**config.mk**
```make
export PLATFORM = sky130hd
export DESIGN_NAME = csa_resolver
export DESIGN_NICKNAME = d
export VERILOG_FILES = /design/src/rtl/csa_resolver_pkg.sv /design/src/rtl/csa_resolver_cpa_chunk.sv /design/src/rtl/csa_resolver.sv
export SDC_FILE = /design/constraint.sdc
export NUM_CORES = 1
export LEC_CHECK = 0
export CAP_MARGIN = 10
export CELL_PAD_IN_SITES_DETAIL_PLACEMENT = 0
export CELL_PAD_IN_SITES_GLOBAL_PLACEMENT = 1
export CORE_ASPECT_RATIO = 0.75
export CORE_MARGIN = 2
export CORE_UTILIZATION = 41
export DETAILED_ROUTE_END_ITERATION = 10
export GPL_ROUTABILITY_DRIVEN = 0
export MAX_ROUTING_LAYER = met4
export PLACE_DENSITY_LB_ADDON = 0.08
export SKIP_CTS_REPAIR_TIMING = 1
export SLEW_MARGIN = 5
export SYNTH_ARGS = -nofsm -noshare
export SYNTH_HDL_FRONTEND = slang
export SYNTH_SLANG_ARGS = --single-unit
```
**constraint.sdc**
```tcl
create_clock -name clk -period 6.5 [get_ports clk]
set_input_delay 1.3 -clock clk [delete_from_list [all_inputs] [get_ports clk]]
set_output_delay 1.3 -clock clk [all_outputs]
set_load 0.1 [all_outputs]
```
**src/rtl/csa_resolver_pkg.sv**
```systemverilog
// Shared types and helpers for the carry-save resolver.
package csa_resolver_pkg;

  typedef enum logic [2:0] {
    IDLE = 3'b001,
    ADD  = 3'b010,
    DONE = 3'b100
  } state_e;

  // Chunk-index width; a single-chunk build still needs one bit.
  function automatic int unsigned idx_width(input int unsigned n);
    return (n > 1) ? $clog2(n) : 1;
  endfunction

endpackage

```
**src/rtl/csa_resolver_cpa_chunk.sv**
```systemverilog
// One CHUNK-bit carry-propagate adder slice, purely combinational.
module cpa_chunk #(
  parameter int unsigned CHUNK = 16
) (
  input  logic [CHUNK-1:0] a_i,
  input  logic [CHUNK-1:0] b_i,
  input  logic             cin_i,
  output logic [CHUNK-1:0] s_o,
  output logic             cout_o
);

  assign {cout_o, s_o} = (CHUNK+1)'(a_i) + (CHUNK+1)'(b_i) + (CHUNK+1)'(cin_i);

endmodule

```
**src/rtl/csa_resolver.sv**
```systemverilog
// Resolves a carry-save (sum, carry) pair into a binary word CHUNK bits per cycle.
// Optional: CSA_RESOLVER_EARLY_FINISH_EN stops once all remaining operand bits are zero.
module csa_resolver
  import csa_resolver_pkg::*;
#(
  parameter int unsigned WIDTH = 64,
  parameter int unsigned CHUNK = 16
) (
  input  logic             clk,
  input  logic             rst_n,
  input  logic             start_valid_i,
  output logic             start_ready_o,
  input  logic [WIDTH-1:0] sum_i,
  input  logic [WIDTH-1:0] carry_i,
  output logic             finish_valid_o,
  input  logic             finish_ready_i,
  output logic [WIDTH-1:0] res_o,
  output logic             zero_o,
  output logic             neg_o
);

  localparam int unsigned N     = WIDTH / CHUNK;
  localparam int unsigned IDX_W = idx_width(N);

  if (WIDTH % CHUNK != 0) begin : g_bad_param
    $error("csa_resolver: WIDTH must be a multiple of CHUNK");
  end

  state_e             state_q, state_d;
  logic [IDX_W-1:0]   idx_q, idx_d;
  logic               cin_q, cin_d;
  logic               zacc_q, zacc_d;
  logic [WIDTH-1:0]   sum_q, sum_d;
  logic [WIDTH-1:0]   carry_q, carry_d;
  logic [WIDTH-1:0]   res_q, res_d;
  logic               zero_q, zero_d;
  logic               neg_q, neg_d;
  logic               rdy_q, rdy_d;
  logic               vld_q, vld_d;

  logic [CHUNK-1:0]   a_c, b_c, s_c;
  logic               cout_c;
  logic               early_c;

  // Operand chunk select for the shared adder slice.
  always_comb begin
    a_c = '0;
    b_c = '0;
    for (int unsigned k = 0; k < N; k++) begin
      if (idx_q == IDX_W'(k)) begin
        a_c = sum_q[k*CHUNK +: CHUNK];
        b_c = carry_q[k*CHUNK +: CHUNK];
      end
    end
  end

  cpa_chunk #(.CHUNK(CHUNK)) u_cpa (
    .a_i    (a_c),
    .b_i    (b_c),
    .cin_i  (cin_q),
    .s_o    (s_c),
    .cout_o (cout_c)
  );

`ifdef CSA_RESOLVER_EARLY_FINISH_EN
  // upz_c[k]: every operand bit above chunk k is zero.
  logic [N-1:0] upz_c;
  assign upz_c[N-1] = 1'b0;
  for (genvar k = 0; k < N - 1; k++) begin : g_upz
    assign upz_c[k] = ~|{sum_q[WIDTH-1:(k+1)*CHUNK], carry_q[WIDTH-1:(k+1)*CHUNK]};
  end
  assign early_c = ~cout_c & upz_c[idx_q];
`else
  assign early_c = 1'b0;
`endif

  // Next-state and datapath updates.
  always_comb begin
    state_d = state_q;
    idx_d   = idx_q;
    cin_d   = cin_q;
    zacc_d  = zacc_q;
    sum_d   = sum_q;
    carry_d = carry_q;
    res_d   = res_q;
    zero_d  = zero_q;
    neg_d   = neg_q;

    unique case (state_q)
      IDLE: begin
        if (start_valid_i) begin
          sum_d   = sum_i;
          carry_d = carry_i;
          res_d   = '0;
          idx_d   = '0;
          cin_d   = 1'b0;
          zacc_d  = 1'b1;
          state_d = ADD;
        end
      end
      ADD: begin
        for (int unsigned k = 0; k < N; k++) begin
          if (idx_q == IDX_W'(k)) res_d[k*CHUNK +: CHUNK] = s_c;
        end
        cin_d  = cout_c;
        zacc_d = zacc_q & ~|s_c;
        idx_d  = idx_q + IDX_W'(1);
        if (idx_q == IDX_W'(N - 1) || early_c) begin
          zero_d  = zacc_d;
          neg_d   = early_c ? 1'b0 : res_d[WIDTH-1];
          state_d = DONE;
        end
      end
      DONE: begin
        if (finish_ready_i) state_d = IDLE;
      end
      default: state_d = IDLE;
    endcase

    rdy_d = (state_d == IDLE);
    vld_d = (state_d == DONE);
  end

  always_ff @(posedge clk or negedge rst_n) begin
    if (!rst_n) begin
      state_q <= IDLE;
      idx_q   <= '0;
      cin_q   <= 1'b0;
      zacc_q  <= 1'b1;
      sum_q   <= '0;
      carry_q <= '0;
      res_q   <= '0;
      zero_q  <= 1'b0;
      neg_q   <= 1'b0;
      rdy_q   <= 1'b1;
      vld_q   <= 1'b0;
    end else begin
      state_q <= state_d;
      idx_q   <= idx_d;
      cin_q   <= cin_d;
      zacc_q  <= zacc_d;
      sum_q   <= sum_d;
      carry_q <= carry_d;
      res_q   <= res_d;
      zero_q  <= zero_d;
      neg_q   <= neg_d;
      rdy_q   <= rdy_d;
      vld_q   <= vld_d;
    end
  end

  assign start_ready_o  = rdy_q;
  assign finish_valid_o = vld_q;
  assign res_o          = res_q;
  assign zero_o         = zero_q;
  assign neg_o          = neg_q;

endmodule

```
==> out/results.txt, run 1 <==
Placed Area -> 11800 um2
total track usage -> 24.0%
pin count of the biggest net entering global routing -> 101
Starting Density -> 41.6%
die height -> 136 um
Non-Filler Instances -> 1601
diode count -> 0
required time of the critical path -> 6910 ps
design area -> 12600 um2
Yosys warning count -> 0
Core ar. -> 22900 um2
final WL -> 28400 um
max cap viols -> 0
Hold Crit Class -> reg2reg
Setup TNS -> 0 ps
die area -> 24500 um2
clock skew -> 25.3 ps
initial antenna violation count -> 0
Port Buffers -> 199
largest cells by area after synthesis -> dfrtp_1, nand2_1, o21ai_0, a21oi_1, clkbuf_1
arrival time worst endpoint -> 5100 ps
Worst Setup Path Type -> reg2reg
DRT iter0 DRCs -> 467
RSZ-0062 raised after global routing -> no
top-area cell type share of the netlist area -> 52.5%
Final #Nets -> 1439
busiest layer in global routing -> met2
# IOs -> 200
ys flop type -> dfrtp_1
met2 Resource Use GR -> 35.5%
Avg Inst Size Synth -> 8.52 um2
cells after synthesis -> 1119
global route overflow -> 0
synth unique cells -> 56
met3 global-route usage -> 4.45%
CTS Buf Count -> 21
depth of the CTS H-tree -> 1
dpl hpwl -> 20200 um
area grow syn2layout -> 32.0%
startpoint types -> flop
Longest Clk Path Bufs -> 3
Seq/Total Area, Yosys -> 53.3%
status -> finished clean
first-pass GRT wire length -> 45200 um
final hold slack -> 476 ps
insertion delay to the later sink of the worst-skew pair -> 520 ps
vias in the first global route -> 8067
vias per std cell -> 5.15
Fin. Hold Viols -> 0
Worst-path clk slew -> 60 ps
EDFF count, synth -> 0
worst rel slew slack -> 29.3%
Worst Tran Pin Value -> 1060 ps
min cycle time layout -> 4690 ps
Crit. End Element -> flop
Die W -> 180 um
CTS tree -> yes
Post-Syn Area -> 9540 um2
number of synthesized register bits -> 203
DRC viols -> 0
top cell type by total area after synthesis -> dfrtp_1
Finish-stage setup viols -> 0
CTS Sinks -> 203
max-slew violation count -> 0
WL/cell -> 17.8 um
first drt pass iteration count -> 5
layout cell share with drive strength beyond 1 -> 6.69%
clock root cell -> clkbuf_16
Antenna Violating Nets Remaining -> 0
syn_nets -> 1272
cell row count -> 48
dpl cells -> 1563
period utilisation layout -> 72.1%
async set or reset register ratio after synthesis -> 100%
Max Clock Freq -> 213 MHz
maximum fanout along the worst path -> 35
M1 GR Usage -> 34.9%
vias after detailed routing -> 8251
-- routing by layer --
metal,wire [um],vias to the layer above
met5,0,-
met4,480,0
met3,1650,32
met2,12400,234
met1,13900,3946
li1,-,4039
-- flip-flops by register name (all words and copies together), names as in the netlist, 2 cells and up --
signal,flops
sum_q,64
carry_q,64
res_o,64
state_q,3
idx_q,2
-- worst max-delay path: stages (launching register included) --
cell and delay [ps]:
dfrtp_1 410, inv_1 90, ha_1 140, buf_4 370, nor2_2 180, buf_4 260, a22oi_1 160, nor2_1 60
a21oi_1 140, nor2_1 50, a21oi_1 180, fa_1 240, inv_1 60, fa_1 410, a21o_1 220, a221oi_4 340
o21ai_2 150, o31ai_2 210, xor2_1 460, nand4_1 200, o31ai_1 250
-- cell type report --
| class | count | area (um2) |
|---|---|---|
| Fill cell | 2220 | 10300 |
| Tap cell | 300 | 375 |
| Clock inverter | 9 | 181 |
| Inverter | 11 | 41.3 |
| Multi-Input combinational cell | 836 | 4190 |
| Timing Repair Buffer | 213 | 2110 |
| Clock buffer | 29 | 606 |
| Sequential cell | 203 | 5080 |
-- through the flow --
step | utilization, % | worst slack (ps)
after floorplan | - | 2670
after global placement | 51.5 | 1950
after detailed placement | 51.5 | 1860
after CTS | 54.9 | 1840
after global routing | 54.9 | 1460
final | 54.9 | 1810
-- cell usage in the layout (no fill, tap or decap), types with 6 or more instances in the layout --
cell             instances
buf_4                   13
clkbuf_8                 6
nand3_1                 23
a22oi_1                 32
o31ai_1                 22
dfrtp_1                200
nand2_1                475
nor2_1                  44
a21oi_1                 51
or2_2                    6
clkdlybuf4s50_1        198
inv_1                   11
ha_1                    17
o21ai_0                 78
clkbuf_16               21
-- cells in the mapped netlist, types with 2 or more instances --
library cell	number
nor3_1	4
o31ai_2	5
o2111ai_1	2
fa_1	2
nand3b_1	5
o21a_1	2
xnor2_1	4
nor2b_1	2
a21oi_1	53
mux2i_1	2
a22oi_1	32
nand2b_1	4
a31oi_1	3
or2_2	6
ha_1	19
xor2_1	3
o31ai_1	22
mux2_2	4
nand4_1	5
and3_1	4
inv_1	11
a21o_1	3
clkbuf_1	67
and2_1	2
or3_1	3
o211ai_1	2
dfrtp_1	200
nand3_1	23
dfstp_2	3
nand2_1	475
o21ai_0	78
nor2_1	45
-- worst paths after layout --
kind	from	endpoint	slack, ps	cells past startpoint
max in group asynchronous	rst_n	res_o[56]	4250	2
setup / recovery	idx_q[1]	zero_o	1810	20
hold / removal	carry_q[59]	carry_q[59]	480	2
setup reg to reg	idx_q[1]	zero_o	1810	20
hold reg to reg	carry_q[59]	carry_q[59]	480	2
min in group asynchronous	rst_n	carry_q[4]	880	1
-- kinds of logic after synthesis --
| family | after synthesis | synth area share [%] |
|---|---|---|
| and+or+nand+nor | 590 | 25.1 |
| AOI/OAI and AO/OA | 212 | 14.1 |
| DFF | 203 | 53.3 |
| buffers and inverters | 80 | 3.23 |
| adders and majority gates | 21 | 2.91 |
| xor gates and xnor gates | 7 | 0.643 |
| muxes | 6 | 0.682 |
Power of run 1 is not shown: default switching activity piles up to over one toggle a cycle in this logic, so the estimate is an artifact.
==> inputs of run 2 (changes only) <==
--- a/config.mk
+++ b/config.mk
@@ -10,7 +10,7 @@
 export CELL_PAD_IN_SITES_GLOBAL_PLACEMENT = 1
 export CORE_ASPECT_RATIO = 0.75
 export CORE_MARGIN = 2
-export CORE_UTILIZATION = 41
+export CORE_UTILIZATION = 34
 export DETAILED_ROUTE_END_ITERATION = 10
 export GPL_ROUTABILITY_DRIVEN = 0
 export MAX_ROUTING_LAYER = met4
==> constraint.sdc (replaced) <==
create_clock -name clk -period 4 [get_ports clk]
set_input_delay 0.8 -clock clk [delete_from_list [all_inputs] [get_ports clk]]
set_output_delay 0.8 -clock clk [all_outputs]
set_load 0.1 [all_outputs]
==> run 2 against run 1 <==
Against the previous run: setup slack worse by 1600 ps; first-iteration DRC count up 5.8%; global-route usage down 2.7 points; core utilization down 7.7 points; highest routed layer unchanged; critical endpoint unchanged; die area up 20%; critical path type unchanged; fmax up 23%; register-to-register slack worse by 1600 ps.
==> out/results.txt, run 2 (same netlist as run 1, synthesis figures left out) <==
status -> finished clean
reg2reg setup slack -> 180 ps (-1630 ps)
Critical Path Start -> idx_q[0]
Hold Crit Class -> in2async
CTS tree -> yes
RSZ-0062 raised after global routing -> yes
first drt pass iteration count -> 5 (unchanged)
R2R depth -> 17 (-15%)
Port Buffers -> 199 (unchanged)
insertion delay to the later sink of the worst-skew pair -> 520 ps (about the same)
Crit. path cell count -> 17 (-15%)
Fin. Hold Viols -> 0 (unchanged)
slowest cell on the critical path -> or4b_4
startpoint types -> flop
R2R Path End -> zero_o
crit path cell chain -> ha_4 > buf_12 > a22oi_1 > nor2_1 > a21oi_2 > nor2_1 > a21oi_2 > fa_2 > inv_1 > fa_2 > a21o_1 > a221oi_4 > or2_1 > nor3_1 > or4b_4 > nand4_1 > o31ai_2
Finish-stage setup viols -> 0 (unchanged)
diode count -> 0 (unchanged)
clock skew -> 22.7 ps (-2.57 ps)
Setup TNS -> 0 ps (unchanged)
initial antenna violation count -> 0 (unchanged)
commonest cells after routing, fill and taps aside -> nand2_1, dfrtp_1, clkdlybuf4s50_1, o21ai_0, buf_4
Worst path max stage delay -> 580 ps (+120 ps)
Critical Path End -> zero_o
DRC viols -> 0 (unchanged)
cell row count -> 53 (+10%)
CTS Buf Count -> 23 (+9.5%)
pin count of the biggest net entering global routing -> 126 (+25%)
leading cell type in the layout, fill and taps excluded -> nand2_1
vias after detailed routing -> 8335 (+1.0%)
dpl hpwl -> 21400 um (+6.2%)
depth of the CTS H-tree -> 1 (unchanged)
crit-path leading delay family -> compound AO/OA/AOI/OAI gates
worst r2r src -> idx_q[0]
final WL -> 30100 um (+5.7%)
# IOs -> 200 (unchanged)
min cycle time layout -> 3820 ps (-866 ps)
max cap viols -> 0 (unchanged)
Worst Setup Path Type -> reg2reg
Starting Density -> 34.3% (-7.2 points)
Worst-path clk slew -> 60 ps (about the same)
vias per std cell -> 4.90 (-4.9%)
maximum fanout along the worst path -> 34 (-2.9%)
die area -> 29400 um2 (+20%)
clock root cell -> clkbuf_16
area of the multi-input gates -> 4290 um2 (+2.3%)
Longest Clk Path Bufs -> 3 (unchanged)
worst rel slew slack -> 32.3% (+3.0 points)
CTS Sinks -> 203 (unchanged)
max-slew violation count -> 0 (unchanged)
Seq. cell area -> 5080 um2 (about the same)
fillers -> 2755 (+24%)
Antenna Violating Nets Remaining -> 0 (unchanged)
first-pass GRT wire length -> 47300 um (+4.8%)
layout cell share with drive strength beyond 1 -> 11.0% (+4.3 points)
global route overflow -> 0 (unchanged)
Crit. End Element -> flop
required time of the critical path -> 4400 ps (-2510 ps)
Die W -> 197 um (+9.6%)
Max Clock Freq -> 262 MHz (+23%)
Worst Tran Pin Value -> 1010 ps (-45.8 ps)
Final #Nets -> 1481 (+2.9%)
CP Buf/Inv Count -> 2 (-2)
WL/cell -> 17.7 um (-0.48%)
die height -> 149 um (+9.5%)
period utilisation layout -> 95.5% (+23 points)
total track usage -> 21.3% (-2.7 points)
vias in the first global route -> 8317 (+3.1%)
arrival time worst endpoint -> 4220 ps (-880 ps)
Core ar. -> 27800 um2 (+21%)
DRT iter0 DRCs -> 494 (+5.8%)
area grow syn2layout -> 37.3%
==> run 2: cell count changes in the layout (fill, tap and decap cells not counted), moves of 4 or more <==
cell       previous run  this run
o21ai_0              78        67
o21ai_1               0        11
buf_12                1         6
a21oi_2               3         9
bufinv_16             5         1
buf_4                13        47
a21oi_1              51        45
==> run 2: layout make-up <==
class	instances	share of cell area [%]
clock inverters	6	0.497
clock buffers	35	5.35
multi-input cells	837	32.7
flip-flops and latches	203	38.8
inverters	11	0.334
well taps	357	3.41
repair buffers	252	18.9
==> run 2: per-layer routing <==
layer	wire, um	share of wire (%)	track usage [%]	vias up
met1	15100	50	31.2	4004
met4	414	1.4	3.31	0
met2	13200	44	31.6	170
met5	0	0	-	-
li1	-	-	-	4134
met3	1400	4.7	3.53	27
==> run 2: how the worst min path moves through the flow <==
| stage | start | slack, ps | end | depth (start not counted) |
|---|---|---|---|---|
| 2_1_floorplan | carry_q[32] | 450 | carry_q[32] | 2 |
| 3_3_place_gp | carry_q[46] | 460 | carry_q[46] | 2 |
| 3_5_place_dp | carry_q[58] | 460 | carry_q[58] | 2 |
| 4_1_cts | rst_n | 360 | sum_q[33] | 1 |
| 5_1_grt | rst_n | 350 | carry_q[2] | 1 |
| 6_report | rst_n | 320 | carry_q[18] | 1 |
==> run 2: metrics by stage <==
| stage | hold slack (ps) | setup slack (ps) | instances | cell area (um2) | util (%) |
|---|---|---|---|---|---|
| after detailed placement | 463 | -343 | 1652 | 12200 | 43.8 |
| after global placement | 459 | -257 | 1652 | 12200 | 43.8 |
| after CTS | 359 | -363 | 1693 | 12900 | 46.6 |
| after floorplan | 446 | 172 | 1119 | 9540 | - |
| after global routing | 349 | -34.3 | 1701 | 13100 | 47.1 |
| final | 319 | 178 | 1701 | 13100 | 47.1 |
Power of run 2 is left out for the same reason.
